==> src/rtl/sram_axi_bridge.sv <==
// sram_axi_bridge
//   Folds the core's instruction and data SRAM-like ports onto one AXI3
//   master. At most one read and one write are outstanding. Data reads win
//   over instruction reads. Data-port responses come back in request order
//   because a data read and a data write are never outstanding together.
//
// Ports
//   clk, resetn           : clock, synchronous active-low reset
//   inst_sram_*           : instruction port (reads only; wr/wstrb/wdata unused)
//   data_sram_*           : data port (reads and writes)
//   ar*/r*                : AXI read address / read data channels
//   aw*/w*/b*             : AXI write address / write data / write response
//   bridge_err            : sticky non-OKAY response flag
//
// Build option
//   BRIDGE_RESP_CHECK_EN  : when defined, bridge_err latches any non-OKAY
//                           rresp/bresp until reset; otherwise it is tied 0.
module sram_axi_bridge (
  input  logic        clk,
  input  logic        resetn,
  // instruction port
  input  logic        inst_sram_req,
  input  logic        inst_sram_wr,
  input  logic [1:0]  inst_sram_size,
  input  logic [3:0]  inst_sram_wstrb,
  input  logic [31:0] inst_sram_addr,
  input  logic [31:0] inst_sram_wdata,
  output logic        inst_sram_addr_ok,
  output logic        inst_sram_data_ok,
  output logic [31:0] inst_sram_rdata,
  // data port
  input  logic        data_sram_req,
  input  logic        data_sram_wr,
  input  logic [1:0]  data_sram_size,
  input  logic [3:0]  data_sram_wstrb,
  input  logic [31:0] data_sram_addr,
  input  logic [31:0] data_sram_wdata,
  output logic        data_sram_addr_ok,
  output logic        data_sram_data_ok,
  output logic [31:0] data_sram_rdata,
  // AXI read address
  output logic [3:0]  arid,
  output logic [31:0] araddr,
  output logic [7:0]  arlen,
  output logic [2:0]  arsize,
  output logic [1:0]  arburst,
  output logic [1:0]  arlock,
  output logic [3:0]  arcache,
  output logic [2:0]  arprot,
  output logic        arvalid,
  input  logic        arready,
  // AXI read data
  input  logic [3:0]  rid,
  input  logic [31:0] rdata,
  input  logic [1:0]  rresp,
  input  logic        rlast,
  input  logic        rvalid,
  output logic        rready,
  // AXI write address
  output logic [3:0]  awid,
  output logic [31:0] awaddr,
  output logic [7:0]  awlen,
  output logic [2:0]  awsize,
  output logic [1:0]  awburst,
  output logic [1:0]  awlock,
  output logic [3:0]  awcache,
  output logic [2:0]  awprot,
  output logic        awvalid,
  input  logic        awready,
  // AXI write data
  output logic [3:0]  wid,
  output logic [31:0] wdata,
  output logic [3:0]  wstrb,
  output logic        wlast,
  output logic        wvalid,
  input  logic        wready,
  // AXI write response
  input  logic [3:0]  bid,
  input  logic [1:0]  bresp,
  input  logic        bvalid,
  output logic        bready,
  output logic        bridge_err
);

  typedef enum logic [1:0] {R_IDLE, R_AR, R_R}  rstate_e;
  typedef enum logic [1:0] {W_IDLE, W_REQ, W_B} wstate_e;

  rstate_e     r_state_q;
  logic [31:0] ar_addr_q;
  logic [2:0]  ar_size_q;
  logic        ar_id_q;      // 1 = data port owns the read
  logic        arvalid_q, rready_q;

  wstate_e     w_state_q;
  logic [31:0] aw_addr_q, w_data_q;
  logic [2:0]  aw_size_q;
  logic [3:0]  w_strb_q;
  logic        awvalid_q, wvalid_q, bready_q;

  logic write_pending, data_rd_pending;
  logic data_rd_ok, data_wr_ok;
  logic inst_acc, data_rd_acc, data_wr_acc;
  logic r_fire, b_fire;
  logic aw_done, w_done;

  // ---------------- acceptance ----------------
  assign write_pending   = (w_state_q != W_IDLE);
  assign data_rd_pending = (r_state_q != R_IDLE) && ar_id_q;

  assign data_rd_ok = resetn && (r_state_q == R_IDLE) && !write_pending;
  // A data write may overlap an instruction read but not a data read.
  assign data_wr_ok = resetn && (w_state_q == W_IDLE) && !data_rd_pending;

  assign data_sram_addr_ok = data_sram_wr ? data_wr_ok : data_rd_ok;
  // Instruction read yields to a data read presented in the same cycle.
  assign inst_sram_addr_ok = resetn && (r_state_q == R_IDLE) &&
                             !(data_sram_req && !data_sram_wr);

  assign inst_acc    = inst_sram_req && inst_sram_addr_ok;
  assign data_rd_acc = data_sram_req && !data_sram_wr && data_rd_ok;
  assign data_wr_acc = data_sram_req &&  data_sram_wr && data_wr_ok;

  // ---------------- responses ----------------
  assign r_fire = resetn && (r_state_q == R_R) && rvalid;
  assign b_fire = resetn && (w_state_q == W_B) && bvalid;

  assign inst_sram_data_ok = r_fire && !rid[0];
  assign data_sram_data_ok = (r_fire && rid[0]) || b_fire;
  assign inst_sram_rdata   = rdata;
  assign data_sram_rdata   = rdata;

  // ---------------- read FSM ----------------
  always_ff @(posedge clk) begin
    if (!resetn) begin
      r_state_q <= R_IDLE;
      ar_addr_q <= '0;
      ar_size_q <= '0;
      ar_id_q   <= 1'b0;
      arvalid_q <= 1'b0;
      rready_q  <= 1'b0;
    end else begin
      case (r_state_q)
        R_IDLE: begin
          if (data_rd_acc) begin
            ar_addr_q <= data_sram_addr;
            ar_size_q <= {1'b0, data_sram_size};
            ar_id_q   <= 1'b1;
            arvalid_q <= 1'b1;
            r_state_q <= R_AR;
          end else if (inst_acc) begin
            ar_addr_q <= inst_sram_addr;
            ar_size_q <= {1'b0, inst_sram_size};
            ar_id_q   <= 1'b0;
            arvalid_q <= 1'b1;
            r_state_q <= R_AR;
          end
        end
        R_AR: begin
          if (arready) begin
            arvalid_q <= 1'b0;
            rready_q  <= 1'b1;
            r_state_q <= R_R;
          end
        end
        R_R: begin
          if (rvalid) begin
            rready_q  <= 1'b0;
            r_state_q <= R_IDLE;
          end
        end
        default: begin
          arvalid_q <= 1'b0;
          rready_q  <= 1'b0;
          r_state_q <= R_IDLE;
        end
      endcase
    end
  end

  // ---------------- write FSM ----------------
  // AW and W are issued together; each valid drops on its own handshake and
  // the cleared valid doubles as that channel's done flag.
  assign aw_done = !awvalid_q || awready;
  assign w_done  = !wvalid_q  || wready;

  always_ff @(posedge clk) begin
    if (!resetn) begin
      w_state_q <= W_IDLE;
      aw_addr_q <= '0;
      aw_size_q <= '0;
      w_strb_q  <= '0;
      w_data_q  <= '0;
      awvalid_q <= 1'b0;
      wvalid_q  <= 1'b0;
      bready_q  <= 1'b0;
    end else begin
      case (w_state_q)
        W_IDLE: begin
          if (data_wr_acc) begin
            aw_addr_q <= data_sram_addr;
            aw_size_q <= {1'b0, data_sram_size};
            w_strb_q  <= data_sram_wstrb;
            w_data_q  <= data_sram_wdata;
            awvalid_q <= 1'b1;
            wvalid_q  <= 1'b1;
            w_state_q <= W_REQ;
          end
        end
        W_REQ: begin
          if (awready) awvalid_q <= 1'b0;
          if (wready)  wvalid_q  <= 1'b0;
          if (aw_done && w_done) begin
            bready_q  <= 1'b1;
            w_state_q <= W_B;
          end
        end
        W_B: begin
          if (bvalid) begin
            bready_q  <= 1'b0;
            w_state_q <= W_IDLE;
          end
        end
        default: begin
          awvalid_q <= 1'b0;
          wvalid_q  <= 1'b0;
          bready_q  <= 1'b0;
          w_state_q <= W_IDLE;
        end
      endcase
    end
  end

  // ---------------- AXI outputs ----------------
  assign arid    = {3'b000, ar_id_q};
  assign araddr  = ar_addr_q;
  assign arsize  = ar_size_q;
  assign arvalid = arvalid_q;
  assign rready  = rready_q;
  assign arlen   = 8'd0;
  assign arburst = 2'b01;
  assign arlock  = 2'b00;
  assign arcache = 4'd0;
  assign arprot  = 3'd0;

  assign awid    = 4'd1;
  assign awaddr  = aw_addr_q;
  assign awsize  = aw_size_q;
  assign awvalid = awvalid_q;
  assign awlen   = 8'd0;
  assign awburst = 2'b01;
  assign awlock  = 2'b00;
  assign awcache = 4'd0;
  assign awprot  = 3'd0;

  assign wid     = 4'd1;
  assign wdata   = w_data_q;
  assign wstrb   = w_strb_q;
  assign wlast   = wvalid_q;   // single-beat bursts: every beat is last
  assign wvalid  = wvalid_q;
  assign bready  = bready_q;

  // ---------------- response error flag ----------------
`ifdef BRIDGE_RESP_CHECK_EN
  logic err_q;
  logic err_d;

  assign err_d = err_q ||
                 (rvalid && rready_q && (rresp != 2'b00)) ||
                 (bvalid && bready_q && (bresp != 2'b00));

  always_ff @(posedge clk) begin
    if (!resetn) err_q <= 1'b0;
    else         err_q <= err_d;
  end

  assign bridge_err = err_q;

  logic unused_sink;
  assign unused_sink = ^{inst_sram_wr, inst_sram_wstrb, inst_sram_wdata,
                         rid[3:1], rlast, bid};
`else
  assign bridge_err = 1'b0;

  logic unused_sink;
  assign unused_sink = ^{inst_sram_wr, inst_sram_wstrb, inst_sram_wdata,
                         rid[3:1], rlast, bid, rresp, bresp};
`endif

endmodule

==> config.mk <==
export PLATFORM = sky130hd
export DESIGN_NAME = sram_axi_bridge
export DESIGN_NICKNAME = d
export VERILOG_FILES = /design/src/rtl/sram_axi_bridge.sv
export SDC_FILE = /design/constraint.sdc
export NUM_CORES = 1
export LEC_CHECK = 0
export BUFFER_PORTS_ARGS = -buffer_cell sky130_fd_sc_hd__buf_4
export CAP_MARGIN = 20
export CORE_AREA = 2 2 168 170
export CTS_CLUSTER_SIZE = 30
export DETAILED_ROUTE_END_ITERATION = 7
export DIE_AREA = 0 0 170 172
export GPL_TIMING_DRIVEN = 0
export HOLD_SLACK_MARGIN = 0.03
export PLACE_DENSITY = 0.53
export SLEW_MARGIN = 20
export SYNTH_ARGS = -nofsm -noshare
export SYNTH_HDL_FRONTEND = slang
export SYNTH_SLANG_ARGS = --single-unit
==> constraint.sdc <==
create_clock -name clk -period 2.2 [get_ports clk]
set_input_delay 0.44 -clock clk [delete_from_list [all_inputs] [get_ports clk]]
set_output_delay 0.44 -clock clk [all_outputs]
set_load 0.01 [all_outputs]
==> impl_metrics.py, run 1 <==
metrics = {
    "setup_path": {
        "path_cells": "or3b_1 > nor3_4 > buf_4 > buf_4 > clkbuf_1 > o21ai_0",
        "crit_slowest_cell": "or3b_1",
        "critPathLaunchType": "flop",
        "cpMostUsedCell": "buf_4",
        "timing.rr.start": "w_state_q[0]$_SDFFE_PN0P_",
        "rr_endpoint": "awaddr[2]$_SDFFE_PN0P_",
        "cp-end-kind": "flop",
        "arrival_ps": 2320,
        "slowest_delay_ps": 470,
        "reg2regPathDepth": 6,
        "path_class": "reg -> reg",
        "ff2ff_setup_slack_ps": 150,
        "cp_data_required_time_ps": 2470,
        "startpoint": "w_state_q[0]$_SDFFE_PN0P_",
        "crit_path_max_fanout": 10,
    },
    "yosys": {
        "synth_cells": 604,
        "avgSynthCellArea_sq_um": 8.58,
        "ys_ff_latch": 114,
        "async_flop_share_pct": 0,
        "yosysMostFrequentCell": "nand2_1",
        "netlist_top_cells_area": "dfxtp_1, buf_4, nand2_1",
        "ys_types": 28,
        "synth_top_area_share_pct": 44.1,
        "synthTopCellsByCount": "nand2_1, buf_4, dfxtp_1, o21ai_0, o21a_1",
        "yosysWarnings": 0,
        "synth_edf_count": 0,
        "synth-main-ff-cell": "dfxtp_1",
        "netlist.top_cell.by_area": "dfxtp_1",
        "yosysSeqAreaShare_pct": 44.1,
        "syn_area_sq_um": 5180,
    },
    "cts": {
        "cts_buffers": 17,
        "clkLatencyLatePin_ps": 410,
        "ctsHtreeMaxLevel": 4,
        "cts_root_buf": "clkbuf_16",
        "tritoncts": "built",
        "clock_sink_count": 114,
        "clk_pin_slew_ps": 60,
        "clockBufferDepth": 2,
    },
    "timing": {
        "hold_violations": 0,
        "tightest_slew_ps": 740,
        "skew_ps": 15.0,
        "fin_crit_ps": 2050,
        "post-route-period-util_pct": 93.1,
        "finalSetupViolCount": 0,
        "fmax_ghz": 0.488,
        "rsz0062_at_grt": "no",
        "relSlewSlack_pct": 50.7,
        "drv_slew": 0,
        "fin_ws_ps": 151,
        "timing.hold.ws_ps": 224,
    },
    "status": {
        "status": "complete, no violations",
    },
    "cells_and_area": {
        "fin_area_sq_um": 8630,
        "finish.utilization_pct": 31.4,
        "fin_nets": 1165,
        "antenna_cells": 0,
        "drive_gt1_share_pct": 51.4,
        "area_growth_pct": 66.7,
    },
    "placement": {
        "place_area_sq_um": 7990,
        "hpwl_um": 16200,
        "placement.io_buffers": 292,
        "gp_congestion": 0.728,
        "place_ws_ps": -614,
    },
    "route": {
        "post-route-drc-count": 0,
        "post_drt_wl_per_cell_um": 15.8,
        "drt-initial-drc-count": 226,
        "via_count": 5299,
        "via_per_inst": 3.99,
        "wl_um": 20900,
        "dr.pass1.iters": 4,
        "ant_nets": 0,
    },
    "grt": {
        "overflow": 0,
        "grt_pass1_wl_um": 29700,
        "antenna_found_initial": 1,
        "grt_max_degree": 17,
        "grt_pass1_vias": 5118,
        "grt_usage_pct": 13.7,
    },
    "die": {
        "io_pins": 427,
        "num_rows": 61,
        "start_util_pct": 18.9,
        "dieArea_sq_um": 29200,
        "core-area_sq_um": 27500,
        "die_h_um": 172,
        "chipWidth_um": 170,
    },
    "hold_path": {
        "hold_end": "wdata[21]$_SDFFE_PN0P_",
        "holdPathStages": 3,
        "worstHoldStart": "data_sram_wdata[21]",
        "hold_path.class": "in -> reg",
    },
    "job": {
        "max_cap_viol_count": 0,
    },
    "power_and_ir_drop": {
        "p_total_mw": 6.18,
        "leakage_nw": 4.10,
        "ir_drop_mv": 0.339,
        "pwr_density_cell_nw_per_um2": 716,
    },
}
## power breakdown
part | switching (mW) | leakage, nW | internal (mW)
clock | 1.13 | 0.272 | 1.58
sequential | 0.0814 | 0.933 | 2.20
combinational | 0.538 | 2.89 | 0.646
total | 1.75 | 4.10 | 4.43
## state kept, by name, indices dropped and copies added (netlist names)
signal / flops
ar_id_q: 1
araddr: 32
arsize: 2
arvalid: 1
awaddr: 32
awsize: 2
awvalid: 1
bready: 1
r_state_q: 2
rready: 1
w_state_q: 2
wdata: 32
wlast: 1
wstrb: 4
## layer usage
layer	GRT usage (%)	share of wire, %	vias up
met2	25.0	51	223
met5	0	0.038	-
met4	3.94	0.95	2
li1	-	-	2618
met1	15.6	41	2443
met3	3.98	7.4	13
## worst max path at each step
stage                              to  slack [ps]  cells past startpoint
4_1_cts        araddr[0]$_SDFFE_PN0P_           9                      5
3_5_place_dp        inst_sram_addr_ok        -610                      5
3_3_place_gp        inst_sram_addr_ok        -620                      5
5_1_grt        awaddr[2]$_SDFFE_PN0P_           6                      6
6_report       awaddr[2]$_SDFFE_PN0P_         150                      6
2_1_floorplan       data_sram_data_ok         260                      5
## timing repair
| action | 4_1_cts | 5_1_grt |
|---|---|---|
| gates cloned | 0 | 0 |
| hold buffers | 0 | 0 |
| setup endpoints to repair | 104 | 48 |
| pin swaps | 1 | 0 |
| hold endpoints to repair | 0 | 0 |
| gates resized for setup | 9 | 13 |
| setup buffers | 4 | 0 |
## per-stage QoR
stage          instances  TNS [ps]
2_1_floorplan        654         0
3_3_place_gp        1292    -30910
3_5_place_dp        1292    -32380
4_1_cts             1328         0
5_1_grt             1328         0
6_report            1328         0
## critical path, delay by kind of cell (launching register included)
kind                   cells  cell delay (ps)
DFF                        1              420
and+or+nand+nor            2              660
buffers and inverters      3              660
AOI/OAI and AO/OA          1              170
## final cells by class
type,instances,area (sq um)
tap,346,433
buffer,157,1070
timing repair buffer,296,2220
sequential,114,2280
inverter,5,18.8
multi-input combinational,378,2030
clock buffer,17,425
fill,2965,18800
clock inverter,15,145
## cell usage in the layout, fill, tap and decap left out, drive strengths merged, types with 2 or more instances in the layout
cell / synthesis / layout
a21boi: 2 / 2
a21oi: 4 / 4
and2: 2 / 2
buf: 130 / 425
clkbuf: 27 / 45
clkinv: 0 / 3
clkinvlp: 0 / 3
conb: 2 / 52
dfxtp: 114 / 114
inv: 5 / 13
nand2: 132 / 132
nand3: 16 / 16
nor2: 7 / 7
nor2b: 3 / 3
o21a: 38 / 38
o21ai: 77 / 77
o221a: 34 / 34
## cells by family (layout without fill, tap and decap cells)
family,count (synthesis),after routing,synth area share [%]
other,2,52,0.145
AOI/OAI and AO/OA,157,157,21.4
buffers and inverters,162,490,20.7
and+or+nand+nor,169,169,13.7
DFF,114,114,44.1
(Power assumes the default switching activity.)
==> run 2, diff against run 1 <==
--- a/config.mk
+++ b/config.mk
@@ -13,7 +13,8 @@
 export DIE_AREA = 0 0 170 172
 export GPL_TIMING_DRIVEN = 0
 export HOLD_SLACK_MARGIN = 0.03
-export PLACE_DENSITY = 0.53
+export PLACE_DENSITY = 0.55
+export REMOVE_ABC_BUFFERS = 1
 export SLEW_MARGIN = 20
 export SYNTH_ARGS = -nofsm -noshare
 export SYNTH_HDL_FRONTEND = slang
==> impl_metrics.py, run 2 (same netlist as run 1, synthesis figures left out) <==
metrics = {
    "setup_path": {
        "ff2ff_setup_slack_ps": 180,
        "path_cells": "buf_16 > or3b_1 > nor2_1 > buf_4",
        "arrival_ps": 1690,
        "timing.rr.start": "r_state_q[0]$_SDFFE_PN0P_",
        "critPathBufInv": 2,
        "crit_slowest_cell": "or3b_1",
        "reg2regPathDepth": 5,
        "critPathLaunchType": "primary input",
        "cp_data_required_time_ps": 1760,
        "rr_endpoint": "araddr[31]$_SDFFE_PN0P_",
        "worst_path_dominant_cell_family": "simple AND/OR/NAND/NOR gates",
        "cp-end-kind": "primary output",
        "slowest_delay_ps": 470,
        "path_class": "in -> out",
        "crit_path_max_fanout": 132,
    },
    "route": {
        "ant_nets": 0,
        "via_per_inst": 4.03,
        "post_drt_wl_per_cell_um": 17.8,
        "drt-initial-drc-count": 275,
        "post-route-drc-count": 0,
        "dr.pass1.iters": 4,
        "wl_um": 20000,
        "via_count": 4509,
    },
    "job": {
        "max_cap_viol_count": 0,
    },
    "cts": {
        "clock_sink_count": 114,
        "tritoncts": "built",
        "clk_pin_slew_ps": 60,
        "ctsHoldBuffers": 0,
        "cts_buffers": 17,
        "clockBufferDepth": 2,
        "clkLatencyLatePin_ps": 410,
        "cts_root_buf": "clkbuf_16",
        "ctsHtreeMaxLevel": 4,
    },
    "placement": {
        "hpwl_um": 15400,
        "gp_congestion": 0.782,
        "placement.io_buffers": 229,
        "place_ws_ps": -900,
    },
    "hold_path": {
        "holdPathStages": 3,
        "hold_path.class": "in -> reg",
        "hold_end": "wdata[21]$_SDFFE_PN0P_",
        "worstHoldStart": "data_sram_wdata[21]",
    },
    "timing": {
        "fin_ws_ps": 68.8,
        "skew_ps": 9.41,
        "hold_violations": 0,
        "finalSetupViolCount": 0,
        "fin_crit_ps": 2130,
        "tightest_slew_ps": 554,
        "relSlewSlack_pct": 63.1,
        "drv_slew": 0,
        "post-route-period-util_pct": 96.9,
        "rsz0062_at_grt": "no",
        "fmax_ghz": 0.469,
    },
    "cells_and_area": {
        "finish.utilization_pct": 26.6,
        "antenna_cells": 0,
        "drive_gt1_share_pct": 40.2,
        "final_cell_mix": "buf_4, nand2_1, dfxtp_1, o21ai_0, conb_1",
        "fin_nets": 955,
        "layout_commonest_cell": "buf_4",
        "area_growth_pct": 41.1,
    },
    "status": {
        "status": "complete, no violations",
    },
    "grt": {
        "grt_max_degree": 133,
        "grt_pass1_wl_um": 28300,
        "grt_pass1_vias": 4305,
        "grt_usage_pct": 13.4,
        "overflow": 0,
        "antenna_found_initial": 0,
    },
    "power_and_ir_drop": {
        "ir_drop_mv": 0.386,
        "leakage_nw": 3.17,
        "p_total_mw": 5.96,
        "pwr_density_cell_nw_per_um2": 815,
    },
    "die": {
        "chipWidth_um": 170,
        "num_rows": 61,
        "io_pins": 427,
        "core-area_sq_um": 27500,
        "dieArea_sq_um": 29200,
        "die_h_um": 172,
        "start_util_pct": 18.9,
    },
}
[run 2: cell types whose count changed in the layout (fill, tap and decap cells not counted), moves of 3 or more]
cell / before / now
clkbuf_2: 4 / 0
clkbuf_4: 5 / 0
clkbuf_1: 19 / 3
buf_8: 0 / 6
buf_2: 9 / 0
clkbuf_8: 0 / 3
inv_6: 8 / 0
buf_4: 416 / 231
buf_16: 0 / 3
[run 2: repair_timing]
action / CTS / global route
setup buffers: 4 / 0
resized for setup: 3 / 0
endpoints found under the setup margin: 105 / 0
[run 2: tightest hold or removal path, delay by kind of cell]
family	cells	cell delay, ps
buf+inv	1	80
compound gates	1	50
simple gates	1	30
[run 2: worst max path at each step]
| stage | from | end | slack [ps] | depth (start not counted) |
|---|---|---|---|---|
| 3_5_place_dp | resetn | wdata[22]$_SDFFE_PN0P_ | -900 | 8 |
| 4_1_cts | resetn | data_sram_addr_ok | 100 | 4 |
| 2_1_floorplan | resetn | awaddr[0]$_SDFFE_PN0P_ | -1310 | 3 |
| 3_3_place_gp | resetn | wdata[10]$_SDFFE_PN0P_ | -4000 | 4 |
| 5_1_grt | r_state_q[0]$_SDFFE_PN0P_ | araddr[2]$_SDFFE_PN0P_ | 5 | 5 |
| 6_report | resetn | data_sram_addr_ok | 70 | 4 |
[run 2: stage by stage]
stage	std cells	TNS [ps]	instance area [sq um]	hold WS [ps]
global placement	1072	-373900	6470	444
finish	1118	0	7310	226
detailed placement	1082	-70670	6670	451
floorplan	497	-96990	4320	480
global route	1118	0	7310	204
CTS	1118	0	7310	198
[run 2: power breakdown]
group          total (mW)  leakage [nW]  switching [mW]  internal [mW]
registers            2.28         0.933          0.0772           2.20
clock network        2.79         0.275            1.04           1.75
logic               0.884          1.97           0.425          0.460
total                5.96          3.17            1.54           4.42
[run 2: routing by layer]
layer	track usage [%]	vias to the layer above	part of all wire, %
met5	3.83	-	0.74
met4	2.68	2	0.61
met3	12.2	8	20
met2	18.6	276	40
met1	14.9	2034	39
li1	-	2189	-
[run 2: cell type report]
cell class	count	area [sq um]
repair buffers	243	1960
fillers	2990	20200
clock buffers	23	478
well taps	346	433
inverters	5	18.8
clock inverters	9	105
multi-input cells	378	2030
flip-flops and latches	114	2280
